`config.mk`:
```
export PLATFORM = sky130hd
export DESIGN_NAME = cond_branch_op
export DESIGN_NICKNAME = d
export VERILOG_FILES = /design/src/rtl/cond_branch_op.sv
export SDC_FILE = /design/constraint.sdc
export NUM_CORES = 1
export LEC_CHECK = 0
export ABC_AREA = 1
export CAP_MARGIN = 20
export CORE_MARGIN = 2
export CORE_UTILIZATION = 35
export DETAILED_ROUTE_END_ITERATION = 8
export HOLD_SLACK_MARGIN = 0.1
export PLACE_DENSITY = 0.66
export SYNTH_ARGS = -nofsm -noshare
export SYNTH_HDL_FRONTEND = slang
export SYNTH_SLANG_ARGS = --single-unit
export TNS_END_PERCENT = 30
```
`constraint.sdc`:
```
create_clock -name clk -period 1.45 [get_ports clk]
set_input_delay 0.29 -clock clk [delete_from_list [all_inputs] [get_ports clk]]
set_output_delay 0.29 -clock clk [all_outputs]
set_load 0.01 [all_outputs]
```
`src/rtl/cond_branch_op.sv`:
```
// rtl/cond_branch_op.sv - conditional-branch steering unit with condition FIFO
//
// Pairs each compare result with the next data/control token, strictly in
// arrival order. Each token goes to the taken (t_*) or not-taken (f_*) successor.
//
// Parameters:
//   ParamBitWidth  token payload width
//   ParamDepth     condition FIFO depth (power of two, >= 2)
// Ports:
//   clk, reset_n                  clock, asynchronous active-low reset
//   enable                        global stall; low freezes all state
//   cond_valid/cond_ready/cond    compare-result input stream
//   tok_valid/tok_ready/tok_data  token input stream
//   t_valid/t_ready/t_data        taken-path output stream
//   f_valid/f_ready/f_data        not-taken-path output stream
//   taken_cnt, not_taken_cnt      saturating accept counters (COND_BRANCH_STATS_EN only)
// Optional feature macro: COND_BRANCH_STATS_EN
module cond_branch_op #(
    parameter int ParamBitWidth = 32,
    parameter int ParamDepth    = 4
) (
    input  logic                     clk,
    input  logic                     reset_n,
    input  logic                     enable,
    input  logic                     cond_valid,
    output logic                     cond_ready,
    input  logic                     cond,
    input  logic                     tok_valid,
    output logic                     tok_ready,
    input  logic [ParamBitWidth-1:0] tok_data,
    output logic                     t_valid,
    input  logic                     t_ready,
    output logic [ParamBitWidth-1:0] t_data,
    output logic                     f_valid,
    input  logic                     f_ready,
    output logic [ParamBitWidth-1:0] f_data
`ifdef COND_BRANCH_STATS_EN
    ,
    output logic [31:0]              taken_cnt,
    output logic [31:0]              not_taken_cnt
`endif
);

    localparam int AW = $clog2(ParamDepth);
    localparam int PW = AW + 1;

    logic [PW-1:0]            wr_ptr_q, wr_ptr_d;
    logic [PW-1:0]            rd_ptr_q, rd_ptr_d;
    logic [ParamDepth-1:0]    cond_mem_q;
    logic                     t_valid_q, t_valid_d;
    logic                     f_valid_q, f_valid_d;
    logic [ParamBitWidth-1:0] t_data_q, t_data_d;
    logic [ParamBitWidth-1:0] f_data_q, f_data_d;

    logic full, empty, head, push, pop;
    logic t_free, f_free, load_t, load_f, t_drain, f_drain;

    always_comb begin
        full    = (wr_ptr_q[PW-1] != rd_ptr_q[PW-1]) &&
                  (wr_ptr_q[AW-1:0] == rd_ptr_q[AW-1:0]);
        empty   = (wr_ptr_q == rd_ptr_q);
        head    = cond_mem_q[rd_ptr_q[AW-1:0]];
        t_free  = !t_valid_q || t_ready;
        f_free  = !f_valid_q || f_ready;

        // Readies are forced low while reset is asserted, not just after the
        // flops clear, so upstream never sees a handshake during reset.
        cond_ready = reset_n && enable && !full;
        tok_ready  = reset_n && enable && !empty && (head ? t_free : f_free);

        // A push decision uses the full flag of this cycle only, so a
        // simultaneous pop never lets a push into a full FIFO.
        push    = cond_valid && cond_ready;
        pop     = tok_valid && tok_ready;
        load_t  = pop && head;
        load_f  = pop && !head;
        t_drain = enable && t_valid_q && t_ready;
        f_drain = enable && f_valid_q && f_ready;

        wr_ptr_d = push ? wr_ptr_q + {{AW{1'b0}}, 1'b1} : wr_ptr_q;
        rd_ptr_d = pop  ? rd_ptr_q + {{AW{1'b0}}, 1'b1} : rd_ptr_q;

        // A reload in the same cycle as a drain keeps the side valid.
        t_valid_d = load_t ? 1'b1 : (t_drain ? 1'b0 : t_valid_q);
        f_valid_d = load_f ? 1'b1 : (f_drain ? 1'b0 : f_valid_q);
        t_data_d  = load_t ? tok_data : t_data_q;
        f_data_d  = load_f ? tok_data : f_data_q;
    end

    always_ff @(posedge clk or negedge reset_n) begin
        if (!reset_n) begin
            wr_ptr_q   <= '0;
            rd_ptr_q   <= '0;
            cond_mem_q <= '0;
            t_valid_q  <= 1'b0;
            f_valid_q  <= 1'b0;
            t_data_q   <= '0;
            f_data_q   <= '0;
        end else begin
            wr_ptr_q  <= wr_ptr_d;
            rd_ptr_q  <= rd_ptr_d;
            t_valid_q <= t_valid_d;
            f_valid_q <= f_valid_d;
            t_data_q  <= t_data_d;
            f_data_q  <= f_data_d;
            if (push) begin
                cond_mem_q[wr_ptr_q[AW-1:0]] <= cond;
            end
        end
    end

    assign t_valid = t_valid_q && enable;
    assign f_valid = f_valid_q && enable;
    assign t_data  = t_data_q;
    assign f_data  = f_data_q;

`ifdef COND_BRANCH_STATS_EN
    logic [31:0] taken_cnt_q, not_taken_cnt_q;

    always_ff @(posedge clk or negedge reset_n) begin
        if (!reset_n) begin
            taken_cnt_q     <= '0;
            not_taken_cnt_q <= '0;
        end else begin
            if (load_t && (taken_cnt_q != 32'hFFFF_FFFF)) begin
                taken_cnt_q <= taken_cnt_q + 32'd1;
            end
            if (load_f && (not_taken_cnt_q != 32'hFFFF_FFFF)) begin
                not_taken_cnt_q <= not_taken_cnt_q + 32'd1;
            end
        end
    end

    assign taken_cnt     = taken_cnt_q;
    assign not_taken_cnt = not_taken_cnt_q;
`endif

endmodule

```
==> results of run 1 <==
[layer usage]
layer / global-route usage / share of wire / wire (µm) / vias to the layer above
li1: - / - / - / 1535
met1: 0.252 / 0.45 / 4390 / 1518
met2: 0.326 / 0.50 / 4880 / 79
met3: 0.0335 / 0.044 / 428 / 4
met4: 0.0605 / 0.0043 / 42 / 0
met5: 0 / 0 / 0 / -
[sequential cells by signal, summed over array words and instances, names as in the netlist]
name and flops:
cond_mem_q 4, wr_ptr_q 3, t_data 32, t_valid_q 1
f_valid_q 1, rd_ptr_q 3, f_data 32
[what timing repair did]
action / 4_1_cts / 5_1_grt
hold buffers: 0 / 0
buffers inserted: 7 / 0
pin swaps: 3 / 2
cloned: 3 / 0
gates resized for setup: 109 / 28
endpoints found under the setup margin: 137 / 78
[worst paths after layout]
check                             from             to  slack (ns)  depth (start not counted)
max reg2reg                rd_ptr_q[0]     t_data[13]       -0.30                         13
max                        rd_ptr_q[0]     t_data[13]       -0.30                         13
min reg2reg                 t_data[12]     t_data[12]        0.47                          2
min                            reset_n  cond_mem_q[0]        0.19                          2
min in group clk             tok_valid      f_data[5]        0.44                          4
max in group asynchronous      reset_n    rd_ptr_q[0]        0.57                          2
[cells in the final DEF, fill, tap and decap left out]
master / Yosys / routed
bufbuf_16: 0 / 2
xnor2_2: 0 / 1
clkdlybuf4s50_1: 0 / 37
dfrtp_1: 76 / 75
nand2_1: 157 / 132
dlygate4sd2_1: 0 / 64
xnor2_1: 2 / 1
clkinv_2: 0 / 1
inv_6: 0 / 1
buf_4: 3 / 30
inv_1: 20 / 16
clkinvlp_4: 0 / 3
nand4_1: 68 / 68
nor2_1: 3 / 3
clkbuf_1: 11 / 2
nand2_4: 0 / 10
inv_2: 1 / 4
ha_1: 5 / 5
o21ai_0: 5 / 3
buf_16: 0 / 2
nand3_4: 0 / 2
clkinv_4: 0 / 1
buf_6: 3 / 3
a21oi_1: 2 / 2
xor2_1: 2 / 2
nor2_8: 1 / 1
nand2_2: 3 / 18
dfrtp_2: 0 / 1
nand3_1: 8 / 4
clkbuf_8: 0 / 9
nand3_2: 1 / 3
buf_2: 8 / 3
o21ai_1: 1 / 3
buf_12: 0 / 5
[through the flow]
stage	std cells	cell area [µm²]	setup WS, ns	hold WS, ns	TNS (ns)
floorplan	382	3410	0.00551	-0.00559	0
CTS	646	5060	-0.298	0.232	-16.63
global placement	620	4740	-0.533	0.453	-33.20
finish	646	5150	-0.303	0.192	-17.19
global route	646	5150	-0.402	0.269	-24.33
detailed placement	620	4740	-0.562	0.459	-36.38
[logic make-up (layout without fill, tap and decap cells)]
group,count (synthesis),count (layout),synth area share
and+or+nand+nor,241,241,0.330
DFF,76,76,0.563
buffers and inverters,48,183,0.0663
AOI/OAI and AO/OA,8,8,0.0118
adders and majority gates,5,5,0.0185
xor gates and xnor gates,4,4,0.0104
[cell type report]
type | instances | area, µm²
multi-input cells | 258 | 1410
repair buffers | 146 | 1430
fillers | 881 | 4140
well taps | 129 | 161
clock inverters | 5 | 37.5
flip-flops and latches | 76 | 1900
clock buffers | 11 | 131
inverters | 21 | 82.6
[power breakdown]
part | internal, mW | switching (mW) | total [mW]
Combinational | 2.49 | 2.78 | 5.27
Clock | 0.630 | 0.802 | 1.43
Sequential | 3.07 | 0.627 | 3.70
Total | 6.19 | 4.21 | 10.4
==> flow_metrics.tcl, run 1 <==
set metrics [dict create \
    status "finished, violations left" \
    violations "negative setup slack" \
    fin_ws_ns -0.303 \
    synth-main-ff-cell "dfrtp_1" \
    antenna_found_initial 0 \
    hp-class "in -> async" \
    slew_headroom 0.348 \
    antenna_cells 0 \
    cp.required_ns 1.67 \
    synth_top_area_share 0.563 \
    wl_per_cell_um 15.1 \
    synth_nets 427 \
    synthCells 382 \
    max_stage_delay_ns 0.46 \
    drv_slew 0 \
    peakVddDrop_mv 0.828 \
    grtUsageTotal 0.192 \
    synth_warnings 0 \
    htreeDepth 3 \
    gp_congestion 0.766 \
    ys_ff_latch 76 \
    fp.dieW_um 102 \
    insertion_delay_ns 0.33 \
    worst_slew_pin_slew_ns 0.978 \
    fin_skew_ns 0.0133 \
    drcViolationCount 0 \
    cts_sinks 76 \
    power_leakage_nw 2.73 \
    yosysSeqAreaShare 0.563 \
    cp_slowest_cell "dfrtp_2" \
    syn_avg_cell_area_um2 8.84 \
    layout-drive-gt1-share 0.193 \
    setup_viol 71 \
    path_class "reg -> reg" \
    grt_pass1_vias 3194 \
    hold_viol_final 0 \
    syn_to_final_growth_pct 52.4 \
    die_h_um 102 \
    maxCapViolations 0 \
    cts_root_buffer "clkbuf_8" \
    dp_hpwl_um 6290 \
    post-route-min-period_ns 1.75 \
    ys_types 21 \
    synthTopCellsByArea "dfrtp_1 (56%), nand2_1 (17%), nand4_1 (13%)" \
    cp_cell_sequence "inv_2 > nand2_2 > nand3_4 > nand2_4 > nand2_4 > nand2_4 > nor2_8 > buf_6 > buf_12 > nand3_4 > buf_12 > nand2_1 > nand2_1" \
    cp_top_family "simple AND/OR/NAND/NOR gates" \
    synth_edf_count 0 \
    async_flop_share 1.00 \
    netlist_area_um2 3380 \
    critPathBufInv 4 \
    start_util 0.364 \
    grt_pass1_wl_um 15700 \
    max_freq_mhz 570 \
    fin_nets 557 \
    clk_pin_slew_ns 0.08 \
    cp-end-kind "flop" \
    numCtsBuffers 9 \
    p_per_area_nw_per_um2 2020 \
    ant_nets 0 \
    drt-initial-drc-count 89 \
    cp.arrival_ns 1.97 \
    vias_per_cell 4.85 \
    cts_tree "yes" \
    timing.final.crit_share 1.21 \
    synth_commonest_cells "nand2_1 (157), dfrtp_1 (76), nand4_1 (68)" \
    via_count 3136 \
    drt_wl_total_um 9740 \
    crit_path_frequent_cell "nand2_4" \
    core_area_um2 9280 \
    grt_overflow 0 \
    path_max_fanout 8 \
    io_pins 108 \
    p_total_mw 10.4 \
    drtPass1Iterations 6 \
    num_rows 35 \
    portBuffers 107 \
    crit_path_start_kind "flop" \
    die-area_um2 10500 \
    synth_most_common_cell "nand2_1" \
    rsz0062_at_grt "true" \
    clock_path_buffers 2 \
    fin_util 0.555 \
    grt_max_degree 77 \
    synth_top_area_cell "dfrtp_1" \
]
No activity file was read; power rests on OpenSTA's default activity.
==> run 2, diff against run 1 <==
- HOLD_SLACK_MARGIN: 0.1 -> not set
- clock period: 1.45 -> 1.6 ns (I/O delays scaled with it)
==> run 2 against run 1 <==
Net effect: the flow still finishes with violations (negative setup slack); combinational power up 18%; critical path depth down 8; clock power up 5%; critical endpoint is now tok_ready; largest cell class is now non-clock buffers; largest power group unchanged.
==> flow_metrics.tcl, run 2 (synthesis results as in run 1) <==
set metrics [dict create \
    die-area_um2 10500 \
    cts_sinks 76 \
    peakVddDrop_mv 0.924 \
    insertion_delay_ns 0.35 \
    placedCellCount 622 \
    r2r_start "rd_ptr_q[0]" \
    cts_tree "yes" \
    numCtsBuffers 9 \
    layout-drive-gt1-share 0.256 \
    dpl_worst_slack_ns -0.470 \
    cp-end-kind "primary output" \
    clk_pin_slew_ns 0.08 \
    maxCapViolations 0 \
    drv_slew 0 \
    die_h_um 102 \
    path_class "reg -> out" \
    wl_per_cell_um 17.8 \
    max_freq_mhz 547 \
    cp.arrival_ns 1.51 \
    grt_max_degree 40 \
    fin_nets 576 \
    core_area_um2 9280 \
    clock_path_buffers 2 \
    vias_per_cell 5.14 \
    syn_to_final_growth_pct 72.0 \
    cp_top_family "flip-flops" \
    final_common_cell "nand2_1" \
    path_max_fanout 5 \
    critPathBufInv 1 \
    post-route-min-period_ns 1.83 \
    setup_viol 68 \
    grt_pass1_wl_um 18500 \
    rsz0062_at_grt "true" \
    holdWs_ns 0.0837 \
    io_pins 108 \
    p_total_mw 11.2 \
    hp-class "in -> async" \
    p_per_area_nw_per_um2 1920 \
    antenna_found_initial 0 \
    worst_slew_pin_slew_ns 0.517 \
    grtUsageTotal 0.234 \
    violations "negative setup slack" \
    num_rows 35 \
    fin_ws_ns -0.228 \
    via_count 3417 \
    fin_skew_ns 0.0117 \
    dp_hpwl_um 6670 \
    status "finished, violations left" \
    ant_nets 0 \
    setup.worst_path.start "rd_ptr_q[0]" \
    drtPass1Iterations 4 \
    cp_slowest_cell "dfrtp_2" \
    drt-initial-drc-count 178 \
    crit_path_start_kind "flop" \
    antenna_cells 0 \
    fp.dieW_um 102 \
    start_util 0.364 \
    stdcell_count 665 \
    final_cell_mix "nand2_1 (115), dfrtp_1 (74), nand4_1 (68), dlymetal6s2s_1 (48), clkdlybuf4s50_1 (42)" \
    timing.final.crit_share 1.14 \
    max_stage_delay_ns 0.49 \
    grt_overflow 0 \
    slew_headroom 0.656 \
    cts_root_buffer "clkbuf_8" \
    cp.required_ns 1.28 \
    ctsHoldBuffers 0 \
    portBuffers 107 \
    hold_viol_final 0 \
    htreeDepth 3 \
    drt_wl_total_um 11900 \
    power_leakage_nw 3.41 \
    drcViolationCount 0 \
    cp_cell_sequence "xnor2_2 > nand3_2 > nand2_4 > nor2_8 > buf_6" \
    gp_congestion 0.819 \
    grt_pass1_vias 3507 \
]
## run 2: changes by cell type in the layout (fill, tap and decap cells not counted), moves of 4 or more
cell             change
buf_16              +10
buf_8                +4
clkdlybuf4s50_1      +5
dlygate4sd2_1       -53
dlymetal6s2s_1      +48
nand2_1             -17
nand2_2             +15
## run 2: path summary, 6_finish.rpt
| path | to | slack (ns) | depth (start not counted) |
|---|---|---|---|
| setup / recovery | tok_ready | -0.23 | 5 |
| hold / removal | f_data[29] | 0.08 | 2 |
| max in group asynchronous | t_data[12] | 0.63 | 3 |
| hold reg to reg | f_data[11] | 0.48 | 2 |
| setup reg to reg | t_data[13] | -0.19 | 13 |
| min in group clk | t_data[10] | 0.41 | 3 |
## run 2: cell type report
cell class	count	area (µm²)
inverter	21	85.1
clock buffer	10	138
sequential	76	1900
fill	809	3470
tap	129	161
clock inverter	6	63.8
timing repair buffer	165	1990
multi-input combinational	258	1470
## run 2: metal layers
metal | track usage | up-vias | wire length [µm]
met4 | 0.0728 | 0 | 234
met5 | 0 | - | 0
met3 | 0.0534 | 21 | 870
li1 | - | 1568 | -
met2 | 0.390 | 151 | 5880
met1 | 0.305 | 1677 | 4890
## run 2: power breakdown
part	total, mW	leakage [nW]	switching, mW	internal [mW]
registers	3.46	0.954	0.675	2.78
logic	6.20	2.36	2.94	3.26
clock network	1.50	0.0983	0.737	0.760
total	11.2	3.41	4.35	6.80
## run 2: through the flow
stage	util	instance area, µm²	setup TNS (ns)
after detailed placement	0.508	4720	-27.60
after global placement	0.508	4720	-24.76
final	0.626	5810	-8.99
after floorplan	-	3380	0
after global routing	0.626	5810	-13.39
after CTS	0.602	5590	-4.56
## run 2: timing repair
action | in CTS | in global routing
resized for setup | 95 | 83
cloned | 12 | 0
hold endpoints to repair | 0 | 0
endpoints found under the setup margin | 79 | 118
buffers inserted | 16 | 0
pin swaps | 34 | 4
